$ cat src/rtl/decode_if.sv
// Decode bus: the instruction word in, the decoded fields and control bits out.
interface decode_if;
  logic [31:0] instruction_encoding;
  logic [6:0]  opcode;
  logic [2:0]  funct3;
  logic [6:0]  funct7;
  logic [4:0]  rs1;
  logic [4:0]  rs2;
  logic [4:0]  rd;
  logic [31:0] imm;
  logic [3:0]  alu_op;
  logic [7:0]  control_unit_signal;
  logic        flush_cs;

  modport master (
    output instruction_encoding,
    input  opcode, funct3, funct7, rs1, rs2, rd, imm, alu_op, control_unit_signal, flush_cs
  );
  modport slave (
    input  instruction_encoding,
    output opcode, funct3, funct7, rs1, rs2, rd, imm, alu_op, control_unit_signal, flush_cs
  );
endinterface

$ cat src/rtl/decode.sv
// RV32I single-cycle-latency decoder: combinational field/immediate/control
// extraction followed by one output register stage.
module decode (
  input  logic       clk,
  input  logic       rst,
  decode_if.slave    bus
);
  localparam logic [6:0] OP_LUI    = 7'b0110111;
  localparam logic [6:0] OP_AUIPC  = 7'b0010111;
  localparam logic [6:0] OP_JAL    = 7'b1101111;
  localparam logic [6:0] OP_JALR   = 7'b1100111;
  localparam logic [6:0] OP_BRANCH = 7'b1100011;
  localparam logic [6:0] OP_LOAD   = 7'b0000011;
  localparam logic [6:0] OP_STORE  = 7'b0100011;
  localparam logic [6:0] OP_ITYPE  = 7'b0010011;
  localparam logic [6:0] OP_RTYPE  = 7'b0110011;

  localparam logic [3:0] ALU_ADD  = 4'd0;
  localparam logic [3:0] ALU_SUB  = 4'd1;
  localparam logic [3:0] ALU_SLL  = 4'd2;
  localparam logic [3:0] ALU_SLT  = 4'd3;
  localparam logic [3:0] ALU_SLTU = 4'd4;
  localparam logic [3:0] ALU_XOR  = 4'd5;
  localparam logic [3:0] ALU_SRL  = 4'd6;
  localparam logic [3:0] ALU_SRA  = 4'd7;
  localparam logic [3:0] ALU_OR   = 4'd8;
  localparam logic [3:0] ALU_AND  = 4'd9;

  logic [31:0] instr;
  logic [6:0]  op;
  logic [31:0] imm_i, imm_s, imm_b, imm_u, imm_j;
  logic [3:0]  alu_f3;
  logic [4:0]  n_rs1;
  logic [31:0] n_imm;
  logic [3:0]  n_alu;
  logic [7:0]  n_cu;
  logic        n_flush;

  assign instr = bus.instruction_encoding;
  assign op    = instr[6:0];

  assign imm_i = {{20{instr[31]}}, instr[31:20]};
  assign imm_s = {{20{instr[31]}}, instr[31:25], instr[11:7]};
  assign imm_b = {{19{instr[31]}}, instr[31], instr[7], instr[30:25], instr[11:8], 1'b0};
  assign imm_u = {instr[31:12], 12'b0};
  assign imm_j = {{11{instr[31]}}, instr[31], instr[19:12], instr[20], instr[30:21], 1'b0};

  // funct7[5] selects SUB only for register-register ops; shifts honour it in both forms
  always_comb begin
    alu_f3 = ALU_ADD;
    case (instr[14:12])
      3'b000: alu_f3 = (op == OP_RTYPE && instr[30]) ? ALU_SUB : ALU_ADD;
      3'b001: alu_f3 = ALU_SLL;
      3'b010: alu_f3 = ALU_SLT;
      3'b011: alu_f3 = ALU_SLTU;
      3'b100: alu_f3 = ALU_XOR;
      3'b101: alu_f3 = instr[30] ? ALU_SRA : ALU_SRL;
      3'b110: alu_f3 = ALU_OR;
      3'b111: alu_f3 = ALU_AND;
      default: alu_f3 = ALU_ADD;
    endcase
  end

  // Control bits: {reg_we, alu_src, mem_to_reg, mem_read, mem_we, branch, jump, jalr}
  always_comb begin
    n_rs1   = instr[19:15];
    n_imm   = 32'd0;
    n_alu   = ALU_ADD;
    n_cu    = 8'h00;
    n_flush = 1'b0;
    case (op)
      OP_LUI:    begin n_cu = 8'hC0; n_imm = imm_u; n_rs1 = 5'd0; end
      OP_AUIPC:  begin n_cu = 8'hC0; n_imm = imm_u; end
      OP_JAL:    begin n_cu = 8'h82; n_imm = imm_j; end
      OP_JALR:   begin n_cu = 8'hC3; n_imm = imm_i; end
      OP_BRANCH: begin n_cu = 8'h04; n_imm = imm_b; n_alu = ALU_SUB; end
      OP_LOAD:   begin n_cu = 8'hF0; n_imm = imm_i; end
      OP_STORE:  begin n_cu = 8'h48; n_imm = imm_s; end
      OP_ITYPE:  begin n_cu = 8'hC0; n_imm = imm_i; n_alu = alu_f3; end
      OP_RTYPE:  begin n_cu = 8'h80; n_alu = alu_f3; end
      default:   n_flush = 1'b1;
    endcase
  end

  // Reset leaves a bubble in the stage so downstream treats it as a flush
  always_ff @(posedge clk) begin
    if (rst) begin
      bus.opcode              <= '0;
      bus.funct3              <= '0;
      bus.funct7              <= '0;
      bus.rs1                 <= '0;
      bus.rs2                 <= '0;
      bus.rd                  <= '0;
      bus.imm                 <= '0;
      bus.alu_op              <= '0;
      bus.control_unit_signal <= '0;
      bus.flush_cs            <= 1'b1;
    end else begin
      bus.opcode              <= op;
      bus.funct3              <= instr[14:12];
      bus.funct7              <= instr[31:25];
      bus.rs1                 <= n_rs1;
      bus.rs2                 <= instr[24:20];
      bus.rd                  <= instr[11:7];
      bus.imm                 <= n_imm;
      bus.alu_op              <= n_alu;
      bus.control_unit_signal <= n_cu;
      bus.flush_cs            <= n_flush;
    end
  end
endmodule

$ cat src/flat_wrapper.sv
// flat-port wrapper written by rule: the top's interface ports become plain ports
module decode_flat 
  (clk, rst, bus_instruction_encoding, bus_opcode, bus_funct3, bus_funct7, bus_rs1, bus_rs2, bus_rd, bus_imm, bus_alu_op, bus_control_unit_signal, bus_flush_cs);
  decode_if bus_i ();
  input  logic clk;
  input  logic rst;
  input wire logic [$bits(bus_i.instruction_encoding)-1:0] bus_instruction_encoding;
  output wire logic [$bits(bus_i.opcode)-1:0] bus_opcode;
  output wire logic [$bits(bus_i.funct3)-1:0] bus_funct3;
  output wire logic [$bits(bus_i.funct7)-1:0] bus_funct7;
  output wire logic [$bits(bus_i.rs1)-1:0] bus_rs1;
  output wire logic [$bits(bus_i.rs2)-1:0] bus_rs2;
  output wire logic [$bits(bus_i.rd)-1:0] bus_rd;
  output wire logic [$bits(bus_i.imm)-1:0] bus_imm;
  output wire logic [$bits(bus_i.alu_op)-1:0] bus_alu_op;
  output wire logic [$bits(bus_i.control_unit_signal)-1:0] bus_control_unit_signal;
  output wire logic [$bits(bus_i.flush_cs)-1:0] bus_flush_cs;
  assign bus_i.instruction_encoding = bus_instruction_encoding;
  assign bus_opcode = bus_i.opcode;
  assign bus_funct3 = bus_i.funct3;
  assign bus_funct7 = bus_i.funct7;
  assign bus_rs1 = bus_i.rs1;
  assign bus_rs2 = bus_i.rs2;
  assign bus_rd = bus_i.rd;
  assign bus_imm = bus_i.imm;
  assign bus_alu_op = bus_i.alu_op;
  assign bus_control_unit_signal = bus_i.control_unit_signal;
  assign bus_flush_cs = bus_i.flush_cs;
  decode u_core (.clk(clk), .rst(rst), .bus(bus_i));
endmodule
$ cat config.mk
export PLATFORM = sky130hd
export DESIGN_NAME = decode_flat
export DESIGN_NICKNAME = d
export VERILOG_FILES = /design/src/rtl/decode_if.sv /design/src/rtl/decode.sv /design/src/flat_wrapper.sv
export SDC_FILE = /design/constraint.sdc
export NUM_CORES = 1
export LEC_CHECK = 0
export ABC_CLOCK_PERIOD_IN_PS = 1470
export BUFFER_PORTS_ARGS = -buffer_cell sky130_fd_sc_hd__buf_2
export CAP_MARGIN = 20
export CELL_PAD_IN_SITES_DETAIL_PLACEMENT = 1
export CELL_PAD_IN_SITES_GLOBAL_PLACEMENT = 1
export CORE_MARGIN = 4
export CORE_UTILIZATION = 32
export CTS_BUF_LIST = sky130_fd_sc_hd__clkbuf_8
export CTS_CLUSTER_SIZE = 10
export DETAILED_ROUTE_END_ITERATION = 7
export PLACE_DENSITY = 0.79
export SLEW_MARGIN = 20
export SYNTH_ARGS = -nofsm -noshare
export SYNTH_HDL_FRONTEND = slang
export SYNTH_SLANG_ARGS = --single-unit
$ cat constraint.sdc
create_clock -name clk -period 1.47 [get_ports clk]
set_input_delay 0.2205 -clock clk [delete_from_list [all_inputs] [get_ports clk]]
set_output_delay 0.2205 -clock clk [all_outputs]
set_load 0.01 [all_outputs]
Word-level counts from Yosys, hierarchy flattened --
Index checks and enable logic that the tools add are counted.
Storage, ports and cells: bits in registers 77
Cells by class: equal/unequal tests 16, multiplexer cells 7, reduce and logical (&&, ||, !) cells 8
Operator list (count):
- one-hot mux 32 bit (5 select lines) | 1
- one-hot mux 8 bit (7 select lines) | 1
- one-hot mux 4 bit (8 select lines) | 1
- equality test 7 x 6 -> 1 bit, second input constant | 3
- equality test 7 bit, second input constant | 3
- equality test 7 x 5 -> 1 bit, second input constant | 2
- equality test 3 bit, second input constant | 4
- OR reduction 9 bit | 1
- one-hot mux 4 bit (2 select lines) | 1
- equality test 7 x 2 -> 1 bit, second input constant | 1
- equality test 3 x 2 -> 1 bit, second input constant | 2
- OR reduction 2 bit | 3
- OR reduction 3 bit | 2
- equality test 3 x 1 -> 1 bit, second input constant | 1
- zero test 3 bit | 1
- two-way mux 1 bit | 3
- logical AND 1 bit | 1

Depth between registers and ports, before layout --
Gate-level depths: netlist (run 1).
word-level depth 5, depth in mapped cells 6, depth with buffers taken out 4

Worst setup path before layout (run 1) --
Ideal clock, no wire load.
path kind input to register, start in bus_instruction_encoding[4], end reg u_core.bus.imm[12], arrival 1.331 ns, data required time 1.400 ns, path slack 0.069 ns, stages 5, cell sequence buf_2 -> mux2_4 -> or4_4 -> buf_6 -> a21oi_1
Between the ends: cells in the longest elaborated chain, start to end 3, elaborated cells between the ends (all ways) 11, those cells by class eq/ne (8); mux (1); reduce/logical (2)
Ends and longest elaborated chain:
- start: declaration | line flat_wrapper.sv:7 | input wire logic [$bits(bus_i.instruction_encoding)-1:0] bus_instruction_encoding;
- equality test 7 bit (tied with other cells) | line decode.sv:71 | case (op)
- OR reduction 3 bit (no line) or OR reduction 2 bit (tied branches)
- one-hot mux 32 bit (5 select lines) (*) | line decode.sv:71
- end signal: assignment | line decode.sv:105 | bus.imm <= n_imm;
- end: declaration | line decode_if.sv:21 | output opcode, funct3, funct7, rs1, rs2, rd, imm, alu_op, control_unit_signal, flush_cs
Mark *: on every way between the ends. The rest lies on a longest branch, timed or not. A chain may end at the register's enable or synchronous reset.

Worst setup path after layout (run 1) --
start in bus_instruction_encoding[3], end reg u_core.bus.imm[28]
Same word-level chain as after synthesis.

==> results.cfg, run 1 <==
[synth]
synth_edf_count = 0
synth_fp_nets = 270
synthCells = 236
ys_seq_area_share_pct = 62.33
ys_warn_count = 0
syn-cell-area_um2 = 2441
synth.most_common_cell = dfxtp_1
yosys-top-cells-area = dfxtp_1 62%, nor2b_1 6.2%, a21oi_1 4.5%, and2_1 3.1%, nor2_1 2.8%
yosys.area.top_type = dfxtp_1
synth_cell_types = 40
ys_ff_latch = 76
netlist_top_cells_count = 76 x dfxtp_1, 24 x nor2b_1, 22 x a21oi_1, 18 x nor2_1, 16 x nand2_1
synth_top_area_share_pct = 62.33
synth_ff_type = dfxtp_1
async_flop_share_pct = 0
avgSynthCellArea_um2 = 10.34

[routing]
drcViolationCount = 0
drtIter0Drc = 61
avgViaCountPerCell = 4.619
post_drt_wl_per_cell_um = 15.21
num_vias = 2143
ant_nets = 0
drt-pass1-iter-count = 4
wirelength_um = 7058

[finish]
fin_area_um2 = 3382
fin_nets = 394
syn_to_final_growth_pct = 38.54
antenna_cells = 0
drive_above_1_share_pct = 40.55

[power]
total_power_uw = 4168
p_leak_uw = 0.001605
powerDensity_nw_per_um2 = 1232
ir_drop_mv = 0.5172

[clocking]
htreeDepth = 3
hold_buffers = 0
clkSlewWorstSetupHoldPaths_ns = 0.08
post-cts-setup-buffer-count = 0
cts_sinks = 76
clockBufferDepth = 2
cts_tree = done
numCtsBuffers = 9
root_buffer = clkbuf_8
cts_resized = 0

[timing]
slew_violations = 0
fin_crit_sh_pct = 91.81
max_freq_mhz = 741.0
setup_ws_ns = 0.1204
finalSetupTns_ns = 0
slew_headroom_pct = 71.48
worstMarginPinSlew_ns = 0.4275
hold_violations = 0
fin_crit_ns = 1.350
whs_ns = 0.08987
rsz0062_at_grt = false
setup_viol = 0

[global_route]
grt_pass1_vias = 2189
grt_max_degree = 30
grt_overflow = 0
grt_pass1_wl_um = 11000
grt_usage_pct = 16.13
antenna_found_initial = 0

[die]
dieArea_um2 = 9090
die_width_um = 95.34
core_area_um2 = 7331
rows = 31
start_util_pct = 33.30
die_y_um = 95.34
num_io_pins = 111

[critical_path]
crit_path_max_incr_delay_ns = 0.39
crit_chain = buf_2 > nand4bb_1 > o22ai_1 > nand2_1 > a21oi_1
cp-end-kind = flop
critPathMaxFanout = 11
required_ns = 1.74
crit_arrival_ns = 1.62
critical_path_class = input port to flop
cp_slowest_cell = o22ai_1
cp-start-kind = input port
cp_top_family = simple AND/OR/NAND/NOR gates
worst-path-buf-inv = 1

[placement]
gp_congestion = 0.8654
io_buffers = 110
dpl_cell_area_um2 = 3166
dpl.hpwl_um = 5388
post-place-ws_ns = -0.2263

[flow_run]
cap_violations = 0

[worst_hold_path]
hold_path.class = input port to flop

[outcome]
status = finished clean
-- state kept, by name, indices dropped and copies added, names as in the netlist --
register	count
u_core.bus.control_unit_signal	7
u_core.bus.rs1	5
u_core.bus.funct3	3
u_core.bus.flush_cs	1
u_core.bus.funct7	7
u_core.bus.imm	32
u_core.bus.rd	5
u_core.bus.opcode	7
u_core.bus.rs2	5
u_core.bus.alu_op	4
-- where the power goes --
group	switching, µW	total, µW	internal [µW]
sequential	13.3	2130	2110
clock	771	1720	953
combinational	178	317	139
total	963	4170	3200
-- cell usage in the layout (no fill, tap or decap), drive strengths merged --
| cell type | synthesis | routed |
|---|---|---|
| a22oi | 5 | 5 |
| buf | 6 | 128 |
| nand2b | 2 | 2 |
| o221ai | 1 | 1 |
| clkinv | 0 | 1 |
| clkinvlp | 0 | 1 |
| and2b | 1 | 1 |
| nor2 | 18 | 18 |
| nand4b | 1 | 1 |
| bufinv | 0 | 2 |
| or4 | 1 | 1 |
| a21oi | 22 | 22 |
| nor2b | 24 | 24 |
| and2 | 12 | 12 |
| nor3b | 1 | 1 |
| a211oi | 3 | 3 |
| o21bai | 2 | 2 |
| nor3 | 3 | 3 |
| clkbuf | 9 | 9 |
| o21ai | 12 | 12 |
| mux2i | 1 | 1 |
| mux2 | 1 | 1 |
| nand4 | 1 | 1 |
| and3 | 2 | 2 |
| o32ai | 1 | 1 |
| a2111o | 1 | 1 |
| nand3 | 1 | 1 |
| inv | 4 | 7 |
| o22a | 1 | 1 |
| nor4 | 1 | 1 |
| o22ai | 1 | 1 |
| a211o | 1 | 1 |
| nand4bb | 1 | 1 |
| a32oi | 1 | 1 |
| nand2 | 16 | 16 |
| nand3b | 1 | 1 |
| dfxtp | 76 | 76 |
| or3 | 2 | 2 |
-- logic make-up after synthesis --
logic type	after synthesis	share of synthesized area (%)
flip-flops	76	62.33
buffers and inverters	19	4.100
AND/OR/NAND/NOR	88	19.79
multiplexers	2	1.025
AO/OA/AOI/OAI	51	12.76
-- final cells by class --
class | instances | area [µm²]
Clock buffer | 9 | 123.9
Clock inverter | 7 | 92.59
Fill cell | 902 | 3949
Inverter | 4 | 15.01
Multi-Input combinational cell | 141 | 819.5
Sequential cell | 76 | 1521
Tap cell | 99 | 123.9
Timing Repair Buffer | 128 | 685.7
-- path summary, 6_finish.rpt --
check                 slack, ns                            end  cells after the start                         start
worst max-delay path       0.12  u_core.bus.imm[28]$_SDFF_PP0_                      5   bus_instruction_encoding[3]
worst min-delay path       0.09   u_core.bus.rs1[1]$_SDFF_PP0_                      2  bus_instruction_encoding[16]
-- routing by layer --
metal	vias up	global-route usage, %	routed length, µm
li1	1037	-	-
met1	1014	19.42	2944
met2	86	26.71	3478
met3	6	5.762	554
met4	0	5.288	79
met5	-	0	0
-- stage by stage --
step	instances	util (%)
2_1_floorplan	236	-
3_3_place_gp	448	43.18
3_5_place_dp	448	43.18
4_1_cts	464	46.13
5_1_grt	464	46.13
6_report	464	46.13
Power figures use the tool's default switching activity.
==> inputs of run 2 (changes only) <==
--- a/config.mk
+++ b/config.mk
@@ -5,7 +5,7 @@
 export SDC_FILE = /design/constraint.sdc
 export NUM_CORES = 1
 export LEC_CHECK = 0
-export ABC_CLOCK_PERIOD_IN_PS = 1470
+export ABC_CLOCK_PERIOD_IN_PS = 1100
 export BUFFER_PORTS_ARGS = -buffer_cell sky130_fd_sc_hd__buf_2
 export CAP_MARGIN = 20
 export CELL_PAD_IN_SITES_DETAIL_PLACEMENT = 1
==> constraint.sdc (replaced) <==
create_clock -name clk -period 1.1 [get_ports clk]
set_input_delay 0.165 -clock clk [delete_from_list [all_inputs] [get_ports clk]]
set_output_delay 0.165 -clock clk [all_outputs]
set_load 0.01 [all_outputs]
==> results.cfg, run 2 (synthesis gave the netlist of run 1 again) <==
[timing]
fin_crit_sh_pct = 97.39
slew_headroom_pct = 76.28
rsz0062_at_grt = true
setup_viol = 0
hold_violations = 0
slew_violations = 0
worstMarginPinSlew_ns = 0.3547
max_freq_mhz = 933.4
fin_crit_ns = 1.071

[routing]
num_vias = 2203
drcViolationCount = 0
drt-pass1-iter-count = 4
wirelength_um = 7201
avgViaCountPerCell = 4.590
post_drt_wl_per_cell_um = 15.00
ant_nets = 0
drtIter0Drc = 62

[clocking]
post-cts-setup-buffer-count = 0
numCtsBuffers = 9
htreeDepth = 3
cts_tree = done
clockBufferDepth = 2
cts_sinks = 76
root_buffer = clkbuf_8
clkSlewWorstSetupHoldPaths_ns = 0.08

[finish]
final_cell_count_no_fill = 480
drive_above_1_share_pct = 45.14
antenna_cells = 0
final_cell_mix = 110 x buf_2, 76 x dfxtp_1, 32 x buf_4
fillerInstances = 865
largest_reg_flops = 32
syn_to_final_growth_pct = 45.16
top_register = u_core.bus.imm
fin_nets = 410
layout_commonest_cell = buf_2

[die]
dieArea_um2 = 9090
core_area_um2 = 7331
start_util_pct = 33.30
die_y_um = 95.34
die_width_um = 95.34
num_io_pins = 111
rows = 31

[placement]
dpl.hpwl_um = 5548
dp.cells = 464
gp_congestion = 0.7575
io_buffers = 110

[critical_path]
required_ns = 1.37
cp-start-kind = input port
cp_slowest_cell = or4_4
cp-end-kind = flop
critical_path_class = input port to flop
crit_chain = buf_2 > mux2_4 > or4_4 > a21oi_1
crit_path_max_incr_delay_ns = 0.54
crit_arrival_ns = 1.34
critPathMaxFanout = 8

[power]
total_power_uw = 5249
ir_drop_mv = 0.7062
powerDensity_nw_per_um2 = 1481
p_leak_uw = 0.001673

[global_route]
grt_max_degree = 34
grt_pass1_vias = 2249
grt_usage_pct = 16.02
grt_pass1_wl_um = 11040
antenna_found_initial = 0
grt_overflow = 0

[flow_run]
cap_violations = 0

[worst_hold_path]
hold_path.class = input port to flop

[outcome]
status = finished clean
run 2: cell count changes in the layout (fill, tap and decap cells not counted), sizes merged:
| cell | before | now |
|---|---|---|
| inv | 7 | 6 |
| bufinv | 2 | 0 |
| clkinvlp | 1 | 2 |
| clkbuf | 9 | 10 |
| buf | 128 | 144 |
| clkinv | 1 | 2 |
run 2: what timing repair did:
action	4_1_cts	5_1_grt
endpoints found under the setup margin	0	3
gates resized for setup	0	5
hold buffers	0	0
run 2: cell type report:
cell class / count / area [µm²] / share of cell area [%]
clock inverter: 6 / 46.29 / 1.306
sequential: 76 / 1521 / 42.94
clock buffer: 10 / 137.6 / 3.884
inverter: 4 / 15.01 / 0.4237
tap: 99 / 123.9 / 3.496
multi-input combinational: 141 / 868.3 / 24.51
timing repair buffer: 144 / 830.8 / 23.45
run 2: final timing paths:
check                               startpoint                            end  slack [ns]  cells past startpoint
setup / recovery   bus_instruction_encoding[5]  u_core.bus.imm[13]$_SDFF_PP0_        0.03                      4
hold / removal    bus_instruction_encoding[17]   u_core.bus.rs1[2]$_SDFF_PP0_        0.03                      2
run 2: through the flow:
stage | hold slack [ns] | cell area (µm²) | utilization (%) | setup WS (ns) | TNS (ns)
finish | 0.03134 | 3543 | 48.34 | 0.02870 | 0
global placement | 0.3848 | 3323 | 45.33 | -0.2516 | -7.846
detailed placement | 0.3845 | 3323 | 45.33 | -0.3004 | -9.541
CTS | 0.01774 | 3507 | 47.84 | 0.05718 | 0
floorplan | 0.2435 | 2465 | - | -0.2456 | -5.752
global route | 0.02432 | 3543 | 48.34 | -0.01035 | -0.01467
run 2: worst max-delay path, delay by kind of cell:
kind | cells | cell delay, ns
compound gates | 1 | 0.18
buf+inv | 1 | 0.14
mux | 1 | 0.31
simple gates | 1 | 0.54
run 2: metal layers:
layer | GRT usage [%] | vias to the layer above | wire length (µm)
met1 | 18.61 | 1065 | 2945
met5 | 0 | - | 0
li1 | - | 1072 | -
met3 | 3.946 | 8 | 404
met2 | 27.70 | 58 | 3743
met4 | 7.212 | 0 | 108
run 2: where the power goes:
group / total (µW) / internal (µW) / switching (µW)
registers: 2840 / 2820 / 17.4
logic: 479 / 224 / 256
clock network: 1930 / 895 / 1030
==> inputs of run 3 (changes only) <==
--- a/config.mk
+++ b/config.mk
@@ -15,7 +15,7 @@
 export CTS_BUF_LIST = sky130_fd_sc_hd__clkbuf_8
 export CTS_CLUSTER_SIZE = 10
 export DETAILED_ROUTE_END_ITERATION = 7
-export PLACE_DENSITY = 0.79
+export PLACE_DENSITY = 0.76
 export SLEW_MARGIN = 20
 export SYNTH_ARGS = -nofsm -noshare
 export SYNTH_HDL_FRONTEND = slang
==> results.cfg, run 3 (synthesis gave the netlist of run 1 again) <==
[finish]
final_cell_mix = 110 x buf_2, 76 x dfxtp_1, 30 x buf_4
largest_reg_flops = 32
drive_above_1_share_pct = 44.59
layout_commonest_cell = buf_2
top_register = u_core.bus.imm
fin_area_um2 = 3516
fin_nets = 408
antenna_cells = 0
syn_to_final_growth_pct = 44.03
fillerInstances = 881

[clocking]
htreeDepth = 3
cts_tree = done
post-cts-setup-buffer-count = 0
cts_sinks = 76
root_buffer = clkbuf_8
cts_resized = 0
clockBufferDepth = 2
numCtsBuffers = 9
clkSlewWorstSetupHoldPaths_ns = 0.08
hold_buffers = 0

[die]
dieArea_um2 = 9090
die_y_um = 95.34
die_width_um = 95.34
num_io_pins = 111
rows = 31
start_util_pct = 33.30
core_area_um2 = 7331

[placement]
dpl_cell_area_um2 = 3296
gp_congestion = 0.7691
io_buffers = 110
dpl.hpwl_um = 5374

[critical_path]
critPathMaxFanout = 8
crit_arrival_ns = 1.35
required_ns = 1.36
critical_path_class = input port to flop
cp-end-kind = flop
cp-start-kind = input port

[flow_run]
cap_violations = 0

[routing]
drt-pass1-iter-count = 5
post_drt_wl_per_cell_um = 14.59
wirelength_um = 6975
avgViaCountPerCell = 4.502
drtIter0Drc = 68
drcViolationCount = 0
num_vias = 2152
ant_nets = 0

[global_route]
antenna_found_initial = 0
grt_max_degree = 34
grt_pass1_wl_um = 10870
grt_overflow = 0
grt_pass1_vias = 2188
grt_usage_pct = 15.68

[outcome]
status = finished clean

[power]
powerDensity_nw_per_um2 = 1540
p_leak_uw = 0.001667
ir_drop_mv = 0.5816
total_power_uw = 5415

[timing]
fin_crit_ns = 1.081
fin_crit_sh_pct = 98.28
slew_headroom_pct = 71.31
setup_viol = 0
slew_violations = 0
hold_violations = 0
max_freq_mhz = 925.0
worstMarginPinSlew_ns = 0.4301

[worst_hold_path]
hold_path.class = input port to flop
## run 3: through the flow
stage                      TNS (ns)  std cells  worst slack [ns]  utilization [%]  hold slack (ns)
after global routing      -0.003121        478         -0.003121            47.96          0.03149
final                             0        478           0.01892            47.96          0.04296
after floorplan              -5.752        236           -0.2456                -           0.2435
after CTS                         0        478          0.003467            47.65          0.02815
after global placement       -8.980        462           -0.3132            44.96           0.3844
after detailed placement     -10.91        462           -0.3427            44.96           0.3912
## run 3: layout make-up
cell class,instances,area [µm²],area share [%]
clock inverter,7,73.82,2.100
tap,99,123.9,3.523
sequential,76,1521,43.27
multi-input combinational,141,850.8,24.20
timing repair buffer,142,807.0,22.95
clock buffer,9,123.9,3.523
inverter,4,15.01,0.4270
## run 3: path summary, 6_finish.rpt
check	from	endpoint	slack [ns]	cells past startpoint
worst max-delay path	bus_instruction_encoding[5]	u_core.bus.imm[15]$_SDFF_PP0_	0.02	4
worst min-delay path	bus_instruction_encoding[18]	u_core.bus.rs1[3]$_SDFF_PP0_	0.04	2
## run 3: metal layers
| layer | track usage, % | vias up | wire (µm) |
|---|---|---|---|
| li1 | - | 1068 | - |
| met5 | 0 | - | 0 |
| met2 | 26.47 | 61 | 3538 |
| met4 | 5.409 | 0 | 73 |
| met1 | 18.93 | 1018 | 3004 |
| met3 | 4.657 | 5 | 359 |
## run 3: power by group
| part | switching, µW | internal (µW) |
|---|---|---|
| clock network | 1050 | 1060 |
| logic | 251 | 217 |
| registers | 17.2 | 2820 |
| total | 1320 | 4100 |
## run 3: worst max-delay path, stage by stage
cell,delay [ns]
buf_2,0.16
mux2_4,0.32
or4_4,0.55
a21oi_1,0.15
